===== src/rtl/gol_matrix_scanner_pkg.sv =====
// ============================================================================
// Module     : gol_matrix_scanner_pkg
// Description: Shared Game of Life grid geometry used by the scanner and datapath.
// Revision   : 1.0 - initial release
// ============================================================================
`timescale 1ns/1ps
`default_nettype none

package gol_matrix_scanner_pkg;

  localparam int GOL_ROWS  = 8;
  localparam int GOL_COLS  = 8;
  localparam int GOL_CELLS = GOL_ROWS * GOL_COLS;
  localparam int GOL_CNT_W = 7;

endpackage

`default_nettype wire


===== src/rtl/gol_matrix_scanner_if.sv =====
// ============================================================================
// Module     : gol_matrix_scanner_if
// Description: Grid input and LED matrix output bundle of the row scanner.
// Revision   : 1.0 - initial release
// ============================================================================
`timescale 1ns/1ps
`default_nettype none

interface gol_matrix_scanner_if
  import gol_matrix_scanner_pkg::*;
#(
  parameter int ROWS  = GOL_ROWS,
  parameter int COLS  = GOL_COLS,
  parameter int CNT_W = GOL_CNT_W
) ();

  logic [ROWS*COLS-1:0] grid;
  logic                 load;
  logic                 blank;
  logic [ROWS-1:0]      row_sel;
  logic [COLS-1:0]      col_data;
  logic [CNT_W-1:0]     alive_count;
  logic                 frame_sync;

  modport master (
    output grid, load, blank,
    input  row_sel, col_data, alive_count, frame_sync
  );

  modport slave (
    input  grid, load, blank,
    output row_sel, col_data, alive_count, frame_sync
  );

endinterface

`default_nettype wire


===== src/rtl/gol_matrix_scanner_popcount.sv =====
// ============================================================================
// Module     : gol_popcount
// Description: Combinational population count of one matrix row.
// Revision   : 1.0 - initial release
// ============================================================================
`timescale 1ns/1ps
`default_nettype none

module gol_popcount #(
  parameter int W = 8
) (
  input  wire logic [W-1:0]             bits,
  output logic      [$clog2(W+1)-1:0]   count
);

  localparam int CW = $clog2(W + 1);

  always_comb begin
    count = '0;
    for (int i = 0; i < W; i++) begin
      count = count + CW'(bits[i]);
    end
  end

endmodule

`default_nettype wire


===== src/rtl/gol_matrix_scanner.sv =====
// ============================================================================
// Module     : gol_matrix_scanner
// Description: Double-buffered 8x8 LED row scanner with per-frame live-cell count.
// Revision   : 1.0 - initial release
// ============================================================================
`timescale 1ns/1ps
`default_nettype none

module gol_matrix_scanner
  import gol_matrix_scanner_pkg::*;
#(
  parameter int ROWS = GOL_ROWS,
  parameter int COLS = GOL_COLS,
  parameter int DIV  = 4
) (
  input  wire logic          clka,
  input  wire logic          rst_n,
  gol_matrix_scanner_if.slave bus
);

  localparam int PRE_W = (DIV > 1) ? $clog2(DIV) : 1;
  localparam int ROW_W = (ROWS > 1) ? $clog2(ROWS) : 1;
  localparam int PC_W  = $clog2(COLS + 1);
  localparam int CNT_W = GOL_CNT_W;

  localparam logic [PRE_W-1:0] c_pre_last = PRE_W'(DIV - 1);
  localparam logic [ROW_W-1:0] c_row_last = ROW_W'(ROWS - 1);

  logic [PRE_W-1:0]     r_pre;
  logic [ROW_W-1:0]     r_row;
  logic [ROWS*COLS-1:0] r_shadow;
  logic [ROWS*COLS-1:0] r_staging;
  logic                 r_pending;
  logic [CNT_W-1:0]     r_acc;
  logic [CNT_W-1:0]     r_alive;
  logic [ROWS-1:0]      r_row_sel;
  logic [COLS-1:0]      r_col_data;
  logic                 r_frame_sync;

  logic                 w_row_tick;
  logic                 w_frame_end;
  logic                 w_swap;
  logic [COLS-1:0]      w_row_bits;
  logic [PC_W-1:0]      w_row_pop;
  logic [CNT_W-1:0]     w_acc_next;

  assign w_row_tick  = (r_pre == c_pre_last);
  assign w_frame_end = w_row_tick && (r_row == c_row_last);
  assign w_swap      = w_frame_end && (r_pending || bus.load);
  assign w_row_bits  = r_shadow[r_row*COLS +: COLS];
  assign w_acc_next  = r_acc + CNT_W'(w_row_pop);

  gol_popcount #(
    .W (COLS)
  ) u_popcount (
    .bits  (w_row_bits),
    .count (w_row_pop)
  );

  always_ff @(posedge clka) begin
    if (!rst_n) begin
      r_pre        <= '0;
      r_row        <= '0;
      r_shadow     <= '0;
      r_staging    <= '0;
      r_pending    <= 1'b0;
      r_acc        <= '0;
      r_alive      <= '0;
      r_row_sel    <= '1;
      r_col_data   <= '0;
      r_frame_sync <= 1'b0;
    end else begin
      r_pre <= w_row_tick ? '0 : r_pre + 1'b1;
      if (w_row_tick) begin
        r_row <= (r_row == c_row_last) ? '0 : r_row + 1'b1;
      end

      if (bus.load) begin
        r_staging <= bus.grid;
        r_pending <= 1'b1;
      end
      // A load landing exactly on frame_end is consumed by this swap directly.
      if (w_swap) begin
        r_shadow  <= bus.load ? bus.grid : r_staging;
        r_pending <= 1'b0;
      end
      r_frame_sync <= w_swap;

      // Count reflects the shadow as it was displayed, before any swap.
      if (w_frame_end) begin
        r_alive <= w_acc_next;
        r_acc   <= '0;
      end else if (w_row_tick) begin
        r_acc <= w_acc_next;
      end

      r_row_sel  <= bus.blank ? '1 : ~(ROWS'(1) << r_row);
      r_col_data <= bus.blank ? '0 : w_row_bits;
    end
  end

  assign bus.row_sel     = r_row_sel;
  assign bus.col_data    = r_col_data;
  assign bus.alive_count = r_alive;
  assign bus.frame_sync  = r_frame_sync;

endmodule

`default_nettype wire


===== src/flat_wrapper.sv =====
// flat-port wrapper written by rule: the top's interface ports become plain ports
module gol_matrix_scanner_flat import gol_matrix_scanner_pkg::*;
#(
  parameter int ROWS = GOL_ROWS,
  parameter int COLS = GOL_COLS,
  parameter int DIV  = 4
)
  (clka, rst_n, bus_grid, bus_load, bus_blank, bus_row_sel, bus_col_data, bus_alive_count, bus_frame_sync);
  gol_matrix_scanner_if #(.ROWS(ROWS), .COLS(COLS)) bus_i ();
  input  wire logic clka;
  input  wire logic rst_n;
  input wire logic [$bits(bus_i.grid)-1:0] bus_grid;
  input wire logic [$bits(bus_i.load)-1:0] bus_load;
  input wire logic [$bits(bus_i.blank)-1:0] bus_blank;
  output wire logic [$bits(bus_i.row_sel)-1:0] bus_row_sel;
  output wire logic [$bits(bus_i.col_data)-1:0] bus_col_data;
  output wire logic [$bits(bus_i.alive_count)-1:0] bus_alive_count;
  output wire logic [$bits(bus_i.frame_sync)-1:0] bus_frame_sync;
  assign bus_i.grid = bus_grid;
  assign bus_i.load = bus_load;
  assign bus_i.blank = bus_blank;
  assign bus_row_sel = bus_i.row_sel;
  assign bus_col_data = bus_i.col_data;
  assign bus_alive_count = bus_i.alive_count;
  assign bus_frame_sync = bus_i.frame_sync;
  gol_matrix_scanner #(.ROWS(ROWS), .COLS(COLS), .DIV(DIV)) u_core (.clka(clka), .rst_n(rst_n), .bus(bus_i));
endmodule

===== config.mk =====
export PLATFORM = sky130hd
export DESIGN_NAME = gol_matrix_scanner_flat
export DESIGN_NICKNAME = d
export VERILOG_FILES = /design/src/rtl/gol_matrix_scanner_pkg.sv /design/src/rtl/gol_matrix_scanner_if.sv /design/src/rtl/gol_matrix_scanner_popcount.sv /design/src/rtl/gol_matrix_scanner.sv /design/src/flat_wrapper.sv
export SDC_FILE = /design/constraint.sdc
export NUM_CORES = 1
export LEC_CHECK = 0
export ABC_CLOCK_PERIOD_IN_PS = 5300
export BUFFER_PORTS_ARGS = -buffer_cell sky130_fd_sc_hd__buf_4
export CORE_ASPECT_RATIO = 0.9
export CORE_MARGIN = 8
export CORE_UTILIZATION = 30
export CTS_CLUSTER_DIAMETER = 200
export DETAILED_ROUTE_END_ITERATION = 16
export GPL_TIMING_DRIVEN = 0
export PLACE_DENSITY = 0.44
export SKIP_LAST_GASP = 1
export SLEW_MARGIN = 25
export SYNTH_ARGS = -nofsm -noshare
export SYNTH_HDL_FRONTEND = slang
export SYNTH_HIERARCHICAL = 1
export SYNTH_SLANG_ARGS = --single-unit

===== constraint.sdc =====
create_clock -name clka -period 5.3 [get_ports clka]
set_input_delay 0.53 -clock clka [delete_from_list [all_inputs] [get_ports clka]]
set_output_delay 0.53 -clock clka [all_outputs]
set_load 0.02 [all_outputs]

==> results of run 1 <==
-- stage by stage --
step	hold WS, ns	instances	power (mW)	setup slack (ns)	utilization
floorplan	0.404	658	1.46	0.671	-
global placement	0.413	1040	1.56	0.104	0.355
detailed placement	0.425	1040	1.57	0.108	0.355
CTS	0.343	1071	2.75	0.0812	0.380
global route	0.359	1071	2.83	0.0433	0.382
finish	0.363	1071	2.71	0.305	0.382
-- state kept, by name, indices dropped and copies added, names as in the netlist --
register,count
u_core/r_pending,1
u_core/bus.row_sel,8
u_core/r_acc,7
u_core/bus.alive_count,7
u_core/bus.frame_sync,1
u_core/bus.col_data,8
u_core/r_shadow,64
u_core/r_row,3
u_core/r_staging,64
u_core/r_pre,2
-- power groups by stage --
| stage | clock network (mW) | logic [mW] | registers (mW) |
|---|---|---|---|
| finish | 1.17 | 0.248 | 1.29 |
| global route | 1.27 | 0.275 | 1.29 |
| CTS | 1.21 | 0.252 | 1.29 |
| detailed placement | 0 | 0.251 | 1.31 |
| global placement | 0 | 0.248 | 1.31 |
| floorplan | 0 | 0.149 | 1.31 |
-- layout make-up --
cell class,count,area share
well taps,291,0.0440
flip-flops and latches,165,0.399
plain buffers,42,0.0311
clock buffers,23,0.0577
clock inverters,8,0.00906
inverters,25,0.0113
repair buffers,91,0.0825
multi-input cells,426,0.365
-- layout by cell type (no fill, tap or decap), types with 14 or more instances in the layout --
cell type,instances
clkbuf_1,23
ha_1,14
nand2_1,80
dfxtp_1,163
mux2_2,15
buf_4,92
mux2i_1,78
o21ai_1,17
inv_1,23
clkbuf_16,17
nor2_1,79
o21ai_2,49
-- how the worst max path moves through the flow --
stage                                            start                                endpoint  cells after the start
final                     u_core/r_row[0]$_SDFFE_PN0N_  u_core/bus.alive_count[4]$_SDFFE_PN0P_                     18
after global placement    u_core/r_row[0]$_SDFFE_PN0N_  u_core/bus.alive_count[4]$_SDFFE_PN0P_                     19
after global routing      u_core/r_row[0]$_SDFFE_PN0N_  u_core/bus.alive_count[4]$_SDFFE_PN0P_                     19
after detailed placement  u_core/r_row[0]$_SDFFE_PN0N_  u_core/bus.alive_count[4]$_SDFFE_PN0P_                     18
after floorplan           u_core/r_row[0]$_SDFFE_PN0N_            u_core/r_acc[4]$_SDFFE_PP0N_                     20
after CTS                 u_core/r_row[0]$_SDFFE_PN0N_  u_core/bus.alive_count[4]$_SDFFE_PN0P_                     19
-- metal layers --
layer	part of all wire	vias up	track usage	wire, um
li1	-	2473	-	-
met1	0.49	2220	0.166	8380
met2	0.45	77	0.201	7660
met3	0.042	18	0.0347	714
met4	0.014	0	0.0463	236
met5	0	-	0	0
-- kinds of logic (layout without fill, tap and decap cells) --
logic type      after synthesis  count (layout)  share of synthesized area
compound gates              111             111                      0.133
xor+xnor                      6               6                    0.00790
fa+ha+maj                    19              19                     0.0414
buf+inv                      67             189                     0.0514
flops                       165             165                      0.497
mux                          95              95                      0.146
simple gates                195             195                      0.124
-- worst register-to-register path, cell delays in order (launching register included) --
cell and delay [ns]:
dfxtp_4 0.38, clkbuf_4 0.23, mux2_2 0.37, o22ai_1 0.29, a221oi_2 0.09, inv_1 0.10
fa_1 0.43, fa_1 0.51, fa_1 0.41, inv_1 0.07, ha_1 0.15, inv_1 0.06
fa_1 0.43, xnor2_1 0.19, ha_1 0.34, nor2b_1 0.17, o21ai_1 0.21, a2111oi_1 0.12
a311o_1 0.35
==> key figures, run 1 <==
Placement
  • Post-DP Area: 7700 um^2
  • PortBufs: 91
  • Post-DP HPWL: 13000 um
  • GPL Wtd Cong: 0.829

Global route
  • Tot GR Track Use: 0.128
  • Largest net degree at the start of global routing: 17
  • Global-route wire length before repair: 26900 um
  • Vias in the first global route: 5020
  • Total gr overflow: 0
  • Antenna violations before repair: 0

Cells and area
  • Seq. cell area: 3310 um^2
  • Nets: 855
  • # fillers: 2228
  • Share of post-route cells with drive strength above 1: 0.283
  • Antenna cell count: 0
  • Multi-input logic area: 3020 um^2
  • Area Growth Syn to Fin: 24.5%
  • Design area: 8280 um^2

Setup path
  • Reg-to-Reg Start: u_core/r_row[0]$_SDFFE_PN0N_
  • Top cell family by delay on the critical path: adder cells
  • Most frequent CP cell: fa_1
  • Crit path required time: 5.62 ns
  • Maximum fanout along the worst path: 10
  • Worst path slowest cell: fa_1
  • Worst Path Arrival: 5.31 ns
  • CP Launch Type: flip-flop
  • Flop-to-flop setup slack: 0.30 ns
  • Reg-to-reg critical path endpoint: u_core/bus.alive_count[4]$_SDFFE_PN0P_
  • Worst path cell trace: clkbuf_4 > mux2_2 > o22ai_1 > a221oi_2 > inv_1 > fa_1 > fa_1 > fa_1 > inv_1 > ha_1 > inv_1 > fa_1 > xnor2_1 > ha_1 > nor2b_1 > o21ai_1 > a2111oi_1 > a311o_1
  • R2R depth: 18
  • Slowest stage delay, CP: 0.51 ns
  • Crit path kind: reg2reg
  • Crit path buf inv count: 4
  • Element type at the critical path end: flip-flop

Clock network
  • Clock transition at path regs: 0.06 ns
  • Worst skew pair latency: 0.43 ns
  • H-tree depth: 4
  • Post-CTS Repair Setup Buffers: 0
  • Hold-fix buffers, CTS: 0
  • Clock buffer count from CTS: 17
  • Clock Sinks: 165
  • Post-cts resize count: 0
  • CTS tree: built
  • Root Driver: clkbuf_16
  • Max clock buf depth: 2

Timing
  • Slew @ Worst Pin: 0.912 ns
  • Final setup violation count: 0
  • Max Freq: 200 MHz
  • Clock skew: 0.0113 ns
  • Max_slew headroom: 0.377
  • Final setup TNS: 0 ns
  • Crit path time final: 5.00 ns
  • Final critical-path share of the clock period: 0.943
  • Final Hold Vio Count: 0
  • Final slew viol count: 0
  • RSZ-0062 raised after global routing: false

Floorplan
  • Area of the core: 21700 um^2
  • Io pins: 92
  • Die Span Y: 157 um
  • Initial Util: 0.307
  • Die area: 27200 um^2
  • Cell row count: 51
  • Die W: 173 um

Run
  • Max-cap violation count: 0

Pwr
  • Leak: 3.44 nW
  • Sw Ratio: 0.238
  • Clock power frac: 0.433
  • Internal Pwr Total: 2.06 mW
  • Logic pwr share: 0.092
  • NetSw: 646 uW
  • Flop pwr share: 0.475
  • PD cells: 327 nW/um^2
  • Maximum vdd drop: 0.183 mV

Synthesis
  • Post-Synthesis Cells: 658
  • Post-synth top area cell: dfxtp_1
  • Dominant synthesized flop cell: dfxtp_1
  • Synth area leaders: dfxtp_1 50%, mux2i_1 12%, o21ai_2 6.5%
  • Register area share after synthesis: 0.497
  • Mapped Avg Cell Area: 10.1 um^2
  • Top cell type's share of synthesized area: 0.497
  • Synth cell types: 45
  • Number of synthesized flops with an enable pin: 0
  • Most numerous cell in the Yosys netlist: dfxtp_1
  • Synth top cells by count: 165 x dfxtp_1, 80 x nand2_1, 79 x nor2_1, 78 x mux2i_1, 49 x o21ai_2
  • Synth Net Count: 745
  • Ys async rst share: 0
  • Synthesized flop and latch total: 165
  • Mapped Area: 6650 um^2
  • Ys Warns: 6

Routing
  • Post-route ant nets: 0
  • DRC errors left: 0
  • Routed wire per std cell: 15.9 um
  • Vias per cell: 4.47
  • Starting DRT DRC Count: 206
  • TritonRoute pass-1 iters: 4
  • Via Count: 4788
  • Final WL: 17000 um

Hold path
  • Worst Hold End: u_core/bus.row_sel[1]$_SDFF_PP1_
  • Tightest Hold Check Type: in2reg
  • Worst min-delay path startpoint: bus_blank
  • Hold Crit Depth: 3

Status
  • Outcome: completed
Power figures use the tool's default switching activity.
==> run 2, diff against run 1 <==
- CAP_MARGIN: unset -> 20
- CORE_UTILIZATION: 30 -> 45
- PLACE_DENSITY: 0.44 -> 0.62
==> key figures, run 2 (synthesis results as in run 1) <==
Status
  • Outcome: completed (unchanged)

Clock network
  • Clock buffer count from CTS: 17 (unchanged)
  • Post-CTS Repair Setup Buffers: 0 (unchanged)
  • H-tree depth: 4 (unchanged)
  • Max clock buf depth: 2 (unchanged)
  • Clock Sinks: 165 (unchanged)
  • Post-cts resize count: 0 (unchanged)
  • Hold-fix buffers, CTS: 0 (unchanged)
  • Root Driver: clkbuf_16 (unchanged)
  • Worst skew pair latency: 0.42 ns (was 0.43 ns)
  • CTS tree: built (unchanged)
  • Clock transition at path regs: 0.06 ns (about the same)

Timing
  • Slew @ Worst Pin: 0.959 ns (was 0.912 ns)
  • Final slew viol count: 0 (unchanged)
  • Final Hold Vio Count: 0 (unchanged)
  • Max Freq: 199 MHz (was 200 MHz)
  • Worst setup margin: 0.274 ns (was 0.305 ns)
  • Final setup TNS: 0 ns (unchanged)
  • RSZ-0062 raised after global routing: false (unchanged)
  • Clock skew: 0.0103 ns (was 0.0113 ns)
  • Crit path time final: 5.03 ns (was 5.00 ns)
  • Max_slew headroom: 0.344 (was 0.377)
  • Final critical-path share of the clock period: 0.948 (was 0.943)
  • Final setup violation count: 0 (unchanged)

Setup path
  • Maximum fanout along the worst path: 10 (unchanged)
  • Worst Path Arrival: 5.39 ns (was 5.31 ns)
  • CP Launch Type: flip-flop (unchanged)
  • Crit path required time: 5.67 ns (was 5.62 ns)
  • Element type at the critical path end: flip-flop (unchanged)
  • Crit path kind: reg2reg (unchanged)

Cells and area
  • Area Growth Syn to Fin: 22.8% (was 24.5%)
  • Nets: 855 (unchanged)
  • Share of post-route cells with drive strength above 1: 0.284 (was 0.283)
  • Most common cell after layout, fill and taps aside: dfxtp_1 (unchanged)
  • Most frequent cells in the layout: 163 x dfxtp_1, 93 x buf_4, 80 x nand2_1, 79 x nor2_1, 77 x mux2i_1 (was 163 x dfxtp_1, 92 x buf_4, 80 x nand2_1, 79 x nor2_1, 78 x mux2i_1)
  • Multi-input logic area: 3020 um^2 (about the same)
  • Biggest regs: u_core/r_shadow (64), u_core/r_staging (64) (unchanged)
  • # fillers: 1298 (was 2228)
  • Seq. cell area: 3310 um^2 (about the same)
  • Antenna cell count: 0 (unchanged)

Pwr
  • Clock power frac: 0.433 (about the same)
  • Sw Ratio: 0.225 (was 0.238)
  • Internal Pwr Total: 2.09 mW (was 2.06 mW)
  • PD cells: 331 nW/um^2 (was 327 nW/um^2)
  • NetSw: 608 uW (was 646 uW)
  • Maximum vdd drop: 0.212 mV (was 0.183 mV)
  • Logic pwr share: 0.090 (was 0.092)
  • Final Power: 2.70 mW (was 2.71 mW)
  • Flop pwr share: 0.477 (was 0.475)
  • Leak: 3.44 nW (about the same)

Floorplan
  • Die Span Y: 131 um (was 157 um)
  • Die W: 144 um (was 173 um)
  • Cell row count: 42 (was 51)
  • Io pins: 92 (unchanged)
  • Die area: 18900 um^2 (was 27200 um^2)
  • Area of the core: 14600 um^2 (was 21700 um^2)
  • Initial Util: 0.457 (was 0.307)

Hold path
  • Tightest Hold Check Type: in2reg (unchanged)

Routing
  • Final WL: 15000 um (was 17000 um)
  • Via Count: 4811 (was 4788)
  • Starting DRT DRC Count: 223 (was 206)
  • Vias per cell: 4.92 (was 4.47)
  • TritonRoute pass-1 iters: 4 (unchanged)
  • DRC errors left: 0 (unchanged)
  • Post-route ant nets: 0 (unchanged)
  • Routed wire per std cell: 15.4 um (was 15.9 um)

Global route
  • Antenna violations before repair: 0 (unchanged)
  • Vias in the first global route: 4832 (was 5020)
  • Global-route wire length before repair: 24300 um (was 26900 um)
  • Total gr overflow: 0 (unchanged)
  • Tot GR Track Use: 0.163 (was 0.128)
  • Largest net degree at the start of global routing: 17 (unchanged)

Run
  • Max-cap violation count: 0 (unchanged)

Placement
  • Dpl ws: 0.156 ns (was 0.108 ns)
  • PortBufs: 91 (unchanged)
  • GPL Wtd Cong: 0.800 (was 0.829)
  • Post-DP HPWL: 11500 um (was 13000 um)
[run 2: per-stage QoR]
stage | util | hold WS (ns) | cells | cell area, um^2
floorplan | - | 0.404 | 658 | 6650
global placement | 0.521 | 0.414 | 947 | 7580
detailed placement | 0.521 | 0.431 | 947 | 7580
CTS | 0.560 | 0.349 | 977 | 8150
global route | 0.561 | 0.366 | 977 | 8170
finish | 0.561 | 0.373 | 977 | 8170
[run 2: path summary, 6_finish.rpt]
check | start | slack (ns) | to | depth (start not counted)
min | bus_grid[38] | 0.37 | u_core/r_staging[38]$_SDFF_PN0_ | 3
min reg2reg | u_core/r_pre[0]$_SDFF_PP0_ | 0.44 | u_core/r_pre[0]$_SDFF_PP0_ | 1
max | u_core/r_row[0]$_SDFFE_PN0N_ | 0.27 | u_core/bus.alive_count[4]$_SDFFE_PN0P_ | 20
max reg2reg | u_core/r_row[0]$_SDFFE_PN0N_ | 0.27 | u_core/bus.alive_count[4]$_SDFFE_PN0P_ | 20
[run 2: final cells by class]
class                           instances  share of cell area
Sequential cell                       165               0.405
Multi-Input combinational cell        426               0.370
Timing Repair Buffer                   91              0.0836
Clock buffer                           21              0.0564
Buffer                                 42              0.0311
Tap cell                              198              0.0303
Clock inverter                          9              0.0127
Inverter                               25              0.0115
[run 2: power groups by stage]
stage	sequential, mW	clock (mW)	combinational [mW]
2_1_floorplan	1.31	0	0.149
3_3_place_gp	1.31	0	0.238
3_5_place_dp	1.32	0	0.244
4_1_cts	1.29	1.21	0.245
5_1_grt	1.29	1.25	0.268
6_report	1.29	1.17	0.244
[run 2: worst max-delay path, cell delays in order (launching register included)]
cell       delay, ns
dfxtp_2         0.37
buf_6           0.18
buf_8           0.16
buf_8           0.17
mux2i_1         0.11
a221oi_2        0.27
inv_1           0.10
fa_1            0.55
fa_1            0.45
fa_1            0.44
inv_1           0.07
ha_1            0.16
inv_1           0.06
fa_1            0.49
inv_1           0.09
inv_1           0.06
fa_1            0.45
nor2b_1         0.13
o21ai_1         0.09
a2111oi_0       0.41
a311o_1         0.17
[run 2: per-layer routing]
layer | part of all wire | vias to the layer above | global-route usage | routed length, um
met5 | 0 | - | 0 | 0
met4 | 0.013 | 0 | 0.0578 | 191
met3 | 0.058 | 13 | 0.0453 | 867
met2 | 0.45 | 106 | 0.249 | 6740
met1 | 0.48 | 2222 | 0.217 | 7210
li1 | - | 2470 | - | -
